===== src/rtl/strategy_switch.sv =====
// Strategy output mux: switches the connected FSM only after drain + SAFE_VALUE guard gap.
// Latency: out is registered, 1 cycle from strat_out; a switch takes drain cycles + GAP_CYCLES + 1.
// Backpressure: none; requests are single-cycle strobes, the last in-range one before ACTIVE wins.
module strategy_switch #(
    parameter int               N_STRAT       = 5,
    parameter int               OUT_W         = 16,
    parameter int               SEL_W         = 8,
    parameter int               GAP_CYCLES    = 4,
    parameter int               DRAIN_TIMEOUT = 1024,
    parameter logic [OUT_W-1:0] SAFE_VALUE    = '0,
    parameter int               RESET_SEL     = 0
) (
    input  logic                     clock,
    input  logic                     reset,
    input  logic [SEL_W-1:0]         sel_req,
    input  logic                     sel_valid,
    input  logic [N_STRAT*OUT_W-1:0] strat_out,
    input  logic [N_STRAT-1:0]       strat_busy,
    output logic [N_STRAT-1:0]       strat_en,
    output logic [OUT_W-1:0]         out,
    output logic [SEL_W-1:0]         active_sel,
    output logic                     switching,
    output logic                     sel_err,
    output logic                     timeout_err
);

    localparam int DW = $clog2(DRAIN_TIMEOUT + 1);
    localparam int GW = $clog2(GAP_CYCLES + 1);
    localparam logic [SEL_W-1:0] RST_SEL = SEL_W'(RESET_SEL);

    typedef enum logic [1:0] {ACTIVE, DRAIN, GAP} state_t;

    function automatic logic [N_STRAT-1:0] onehot(input logic [SEL_W-1:0] idx);
        logic [N_STRAT-1:0] v;
        v = '0;
        for (int i = 0; i < N_STRAT; i++) begin
            if (idx == SEL_W'(i)) v[i] = 1'b1;
        end
        return v;
    endfunction

    state_t             state, state_n;
    logic [SEL_W-1:0]   target, target_n, active_n;
    logic [N_STRAT-1:0] en_n;
    logic [OUT_W-1:0]   out_n, cur_slice;
    logic               sw_n, sel_err_n, timeout_n, cur_busy;
    logic [DW-1:0]      drain_cnt, drain_n;
    logic [GW-1:0]      gap_cnt, gap_n;
    logic               in_range, req_ok;
    logic [SEL_W-1:0]   next_target;

    assign in_range    = ({1'b0, sel_req} < (SEL_W+1)'(N_STRAT));
    assign req_ok      = sel_valid & in_range;
    assign next_target = req_ok ? sel_req : target;

    // Mux by compare so the index width never has to match N_STRAT.
    always_comb begin
        cur_slice = '0;
        cur_busy  = 1'b0;
        for (int i = 0; i < N_STRAT; i++) begin
            if (active_sel == SEL_W'(i)) begin
                cur_slice = strat_out[i*OUT_W +: OUT_W];
                cur_busy  = strat_busy[i];
            end
        end
    end

    always_comb begin
        state_n   = state;
        target_n  = target;
        active_n  = active_sel;
        en_n      = strat_en;
        out_n     = SAFE_VALUE;
        sw_n      = switching;
        drain_n   = drain_cnt;
        gap_n     = gap_cnt;
        sel_err_n = sel_valid & ~in_range;
        timeout_n = req_ok ? 1'b0 : timeout_err;
        case (state)
            ACTIVE: begin
                out_n = cur_slice;
                if (req_ok && sel_req != active_sel) begin
                    target_n = sel_req;
                    en_n     = '0;
                    sw_n     = 1'b1;
                    out_n    = SAFE_VALUE;
                    drain_n  = '0;
                    state_n  = DRAIN;
                end
            end
            DRAIN: begin
                en_n     = '0;
                target_n = next_target;
                if (!cur_busy) begin
                    state_n = GAP;
                    gap_n   = GW'(GAP_CYCLES - 1);
                end else if (drain_cnt == DW'(DRAIN_TIMEOUT - 1)) begin
                    timeout_n = 1'b1;
                    state_n   = GAP;
                    gap_n     = GW'(GAP_CYCLES - 1);
                end else begin
                    drain_n = drain_cnt + DW'(1);
                end
            end
            GAP: begin
                target_n = next_target;
                if (gap_cnt == '0) begin
                    active_n = next_target;
                    en_n     = onehot(next_target);
                    sw_n     = 1'b0;
                    state_n  = ACTIVE;
                end else begin
                    gap_n = gap_cnt - GW'(1);
                end
            end
            default: state_n = ACTIVE;
        endcase
    end

    always_ff @(posedge clock or negedge reset) begin
        if (!reset) begin
            state       <= ACTIVE;
            target      <= RST_SEL;
            active_sel  <= RST_SEL;
            strat_en    <= onehot(RST_SEL);
            out         <= SAFE_VALUE;
            switching   <= 1'b0;
            sel_err     <= 1'b0;
            timeout_err <= 1'b0;
            drain_cnt   <= '0;
            gap_cnt     <= '0;
        end else begin
            state       <= state_n;
            target      <= target_n;
            active_sel  <= active_n;
            strat_en    <= en_n;
            out         <= out_n;
            switching   <= sw_n;
            sel_err     <= sel_err_n;
            timeout_err <= timeout_n;
            drain_cnt   <= drain_n;
            gap_cnt     <= gap_n;
        end
    end

endmodule


===== config.mk =====
export PLATFORM = sky130hd
export DESIGN_NAME = strategy_switch
export DESIGN_NICKNAME = d
export VERILOG_FILES = /design/src/rtl/strategy_switch.sv
export SDC_FILE = /design/constraint.sdc
export NUM_CORES = 1
export LEC_CHECK = 0
export ABC_AREA = 1
export CORE_UTILIZATION = 40
export CTS_BUF_LIST = sky130_fd_sc_hd__clkbuf_16
export CTS_CLUSTER_DIAMETER = 50
export DETAILED_ROUTE_END_ITERATION = 8
export HOLD_SLACK_MARGIN = 0.05
export PLACE_DENSITY = 0.73
export SETUP_SLACK_MARGIN = 0.5
export SLEW_MARGIN = 10
export SYNTH_ARGS = -nofsm -noshare
export SYNTH_HDL_FRONTEND = slang
export SYNTH_SLANG_ARGS = --single-unit

===== constraint.sdc =====
create_clock -name clock -period 2 [get_ports clock]
set_input_delay 0.2 -clock clock [delete_from_list [all_inputs] [get_ports clock]]
set_output_delay 0.2 -clock clock [all_outputs]
set_load 0.1 [all_outputs]

---- Word level (Yosys, flattened, before mapping) ----
Index checks and enable logic that the tools add are counted.
word-level totals
  output and inout bits ................... 32
  memory bits (writable) .................. 0
  latch bits .............................. 0
  bits in read-only memories .............. 0
  bits of input ports ..................... 96
  bits in registers ....................... 56
  word-level logic and storage cells ...... 95
  memories ................................ 0
cells by class
  equality and inequality tests ........... 18
  $mul .................................... 0
  $add $sub $neg .......................... 2
  div/mod/pow operators ................... 0
  bitwise operators ....................... 3
  multiplexer cells ....................... 43
  reductions and logical operators ........ 18
  $lt $le $gt $ge ......................... 1
  shifts and indexed selects .............. 0
operator list
  cell                     count
  $mux W16                 7
  $mux W11                 3
  $eq A8 B2 Y1 const B     4
  $pmux W11 S2             1
  $eq A8 B1 Y1 const B     2
  $eq A8 B3 Y1 const B     2
  $logic_not A8 Y1         2
  $mux W1                  16
  $mux W8                  2
  $pmux W8 S2              1
  $pmux W5 S3              1
  $reduce_and A3 Y1        4
  $add A11 B1 Y11 const B  1
  $eq A11 B10 Y1 const B   1
  $mux W5                  2
  $ne A2 B2 Y1 const B     5
  $mux W3                  3
  $lt A8 B3 Y1 const B     1
  $mux W2                  4
  $ne A8 B8 Y1             1
  $reduce_bool A2 Y1       4
  $pmux W2 S3              1
  $pmux W3 S2              1
  $reduce_and A2 Y1        2
  13 further kinds         14

---- Longest topological paths before layout ----
  word-level depth ........................ 8
  depth in mapped cells ................... 15
  depth with buffers taken out ............ 13

---- Least setup slack after synthesis ----
OpenSTA, ideal clock, no wires.
  path type ............................... reg2reg
  start point ............................. reg active_sel[1]
  end point ............................... reg drain_cnt[10]
  library setup time ...................... 117 ps
  arrival ................................. 2218 ps
  path slack .............................. -335 ps
  stages on the path, launching flop included .. 14
  period minus slack after synthesis ...... 2335 ps
  required time ........................... 1883 ps
  buffers on the path ..................... 2
  path through ............................ dfrtp_1 > buf_4 > nand2_1 > nor2_4 > nand2_4 > nor2_2 > nor2_1 > nand2_1 > nand2_2 > nand2_2 > nand2_2 > buf_4 > nand4_1 > nand2_1
on the way
  cells in the longest elaborated chain, start to end .. 8
  elaborated cells on any way between the ends .. 15
  those cells by class .................... 7 x eq/ne; 5 x mux; 3 x reduce/logical
ends and longest elaborated chain
  element                               RTL line  RTL
  start, declared                       21        output logic [SEL_W-1:0] active_sel,
  start signal, assigned                135       active_sel <= active_n;
  $logic_not A8 Y1                      61        if (active_sel == SEL_W'(i)) begin
  $mux W1 (5 in a row)                  61
  $ne A2 B2 Y1 (no source line)         --
  $reduce_and A4 Y1 (no source line) *  --
  end signal, assigned                  141       drain_cnt <= drain_n;
  end, declared                         47        logic [DW-1:0] drain_cnt, drain_n;
Every way passes the cells marked *; elsewhere a longest branch is shown, timed or not.
A chain may end at the register's enable or synchronous reset.

---- Worst setup path after layout ----
  start point ............................. reg active_sel[0]
  end point ............................... reg out[4]
on the way
  cells in the longest elaborated chain, start to end .. 8
  elaborated cells on any way between the ends .. 14
  those cells by class .................... 5 x eq/ne; 7 x mux; 2 x reduce/logical
ends and longest elaborated chain
  element                RTL line  RTL
  $logic_not A8 Y1       61
  $mux W16 (5 in a row)  61
  $mux W16 *             82        if (req_ok && sel_req != active_sel) begin
  $mux W16 *             79        case (state)
  via out_n[4]           45        logic [OUT_W-1:0] out_n, cur_slice;
  end signal, assigned   137       out <= out_n;
  end, declared          20        output logic [OUT_W-1:0] out,
The timed path passes the listed nets; every way through them passes the cells marked *.

==> run summary <==
Status = complete, no violations
Synth cell types = 37
Critical Path AT = 2020 ps
Worst-margin pin slew = 436 ps
Final net count = 762
Synth Instances = 485
Routed wire length per instance = 16.0 um
Seq/Total Area, Yosys = 39.2%
PwrDens = 1320 nW/um^2
Cell Area, Synth = 3580 sq um
Hold Worst Slack = 379 ps
Post-synth top flop = dfrtp_1
RSZ-0062 raised after global routing = true
Num rows = 34
Total number of vias = 4029
Fmax = 554 MHz
Critical Path Source Type = flop
Share of cells above drive strength 1 = 29.1%
Synth Area in Simple Gates = 34.0%
Initial Util = 41.2%
Die width = 96.6 um
Max-cap violations = 0
XOR/XNOR share of the synthesized area = 2.20%
VDD IR max = 0.810 mV
Synth area leader = dfrtp_1
Syn avg cell area = 7.37 sq um
Core area = 8680 sq um
Crit share post-route = 90.3%
Area share of the largest cell type after synthesis = 38.5%
Fin cells = 768
Antenna cells = 0
GRT Total Usage = 25.7%
Yosys warning count = 0
Vias in the first global route = 3721
Worst flop-to-flop path startpoint = active_sel[0]
Largest net degree at the start of global routing = 42
Max H-tree Level = 2
Dpl cells = 726
Syn_nets = 588
Largest family of logic cells by synthesized area = simple AND/OR/NAND/NOR gates
Critical Path, Cell by Cell = buf_6 -> xnor2_2 -> nand2_1 -> nor2_1 -> nand2_1 -> nand2_2 -> nand2_4 -> inv_8 -> buf_6 -> buf_16 -> o21ai_1 -> nor2_1
Largest fanout on the critical path = 5
Rel. slew slack = 70.9%
Die area = 9320 sq um
Max incr delay on CP = 530 ps
Post-DP HPWL = 8.27 mm
Compound-Gate Fraction of Synth Area = 14.5%
Layout Utilization = 67.9%
Post-synth top cells = nand2_1 (141), dfrtp_1 (55), nor2_1 (43)
Root buf cell = clkbuf_16
CTS tree = yes
Final Max Tran Viols = 0
Clock period minus worst slack = 1810 ps
Vias per std cell = 5.25
Post-synthesis mux area share = 0%
Post-synth ARST share = 100%
Initial antenna violation count = 0
CP Class = flop to flop
Area Overhead vs Synth = 64.7%
Register-to-register setup slack = 190 ps
Final Hold Fails = 0
Setup TNS = 0 ps
Endpoints failing setup = 0
Post-synthesis adder-cell area fraction = 2.45%
Final Skew = 9.34 ps
RR Endpoint = out[4]
Count leader, synth = nand2_1
Total power after layout = 0.00777 W
Final ANT Viol Nets = 0
CP Data Required Time = 2220 ps
Global-route wire length before repair = 18.2 mm
Detailed Routing Iterations Pass 1 = 6
1st-iter DRT viols = 157
Final Wtd Congestion = 0.882
TritonCTS Buffers = 5
CP Capture Type = flop
Die Span Y = 96.6 um
Crit-path slowest cell = dfrtp_4
GRT overflow = 0
I/O Buffers = 127
Top cells by area, synth = dfrtp_1 (38%), nand2_1 (15%), o21ai_0 (5.5%)
Leak = 2.72 nW
R2R cell count = 12
Hold/Removal Path Class = primary input to asynchronous set/reset pin
Clock Latency Late Sink = 300 ps
I/O pin cnt = 128
Total Wirelength = 12.3 mm
CTS sink cnt = 56
Post-synthesis register bit count = 56
Clock tree buffer depth = 2
Post-synth EDFFs = 0
Setup crit start = active_sel[0]
DRC Markers = 0
Clock slew at reported path FFs = 80 ps
## layer usage
| layer | wire [um] | part of all wire [%] | track usage (%) |
|---|---|---|---|
| met1 | 4960 | 40 | 30.9 |
| met2 | 6060 | 49 | 46.2 |
| met3 | 951 | 7.8 | 4.46 |
| met4 | 290 | 2.4 | 7.97 |
| met5 | 0 | 0 | 0 |
## cell type report
cell class                 count  area [sq um]
timing repair inverter         1          7.51
timing repair buffer         181          1690
sequential                    56          1430
inverter                      44           193
multi-input combinational    370          2290
fill                         679          2790
clock inverter                 3          20.0
tap                          108           135
clock buffer                   5           125
## power breakdown
group | leakage (nW) | switching [W] | internal [W] | total (W)
clock | 0.0712 | 0.000433 | 0.000464 | 0.000897
combinational | 1.92 | 0.00324 | 0.00186 | 0.00509
sequential | 0.726 | 0.000314 | 0.00147 | 0.00178
## metrics by stage
| stage | setup slack, ps | instance area (sq um) |
|---|---|---|
| CTS | 227 | 5680 |
| global route | 74.6 | 5890 |
| global placement | -5.43 | 5100 |
| finish | 195 | 5890 |
| detailed placement | -53.4 | 5100 |
| floorplan | 33.6 | 3700 |
## cell usage in the layout (no fill, tap or decap), drive strengths merged
cell type      count
dlygate4sd3        1
a21oi             30
nor2              52
dfstp              1
nand2            150
dfrtp             55
ha                 7
xor2               2
a21boi             1
nand3             35
nand4             16
clkinvlp           2
clkbuf             5
o31ai              1
or2                3
nor3b              2
a211oi             5
inv               45
o21ai             44
a221oi            10
buf               86
nor3               5
xnor2              7
clkinv             1
dlygate4sd2        5
clkdlybuf4s50     89
## repair_timing
| action | 4_1_cts | 5_1_grt |
|---|---|---|
| hold buffers | 1 | 0 |
| gates resized for setup | 59 | 47 |
| pin swaps | 23 | 15 |
| gates cloned | 5 | 0 |
| endpoints found under the hold margin | 15 | 0 |
| setup buffers | 21 | 7 |
| endpoints found under the setup margin | 50 | 49 |
## critical path, delay by kind of cell (launching register included)
kind | cells | cell delay [ps]
AO/OA/AOI/OAI | 1 | 80
XOR/XNOR | 1 | 110
buffers and inverters | 4 | 460
flip-flops | 1 | 530
AND/OR/NAND/NOR | 6 | 550
## sequential cells by signal (all words and copies together), names as in the netlist
register     flops
timeout_err      1
target           8
switching        1
active_sel       8
gap_cnt          3
sel_err          1
strat_en         5
drain_cnt       11
out             16
state            2
## cells by family after synthesis
kind of cell             count (synthesis)
AND/OR/NAND/NOR                        261
AO/OA/AOI/OAI                           91
buffers and inverters                   61
flip-flops                              56
XOR/XNOR                                 9
adder cells (fa/ha/maj)                  7
## worst max-delay path by stage
stage | to | slack [ps] | cells after the start
floorplan | drain_cnt[1] | 30 | 11
global placement | target[1] | -5 | 8
detailed placement | drain_cnt[10] | -50 | 11
CTS | drain_cnt[10] | 230 | 12
global route | target[4] | 70 | 12
finish | out[4] | 190 | 12
Note: power is estimated with default switching activity, not from simulation.
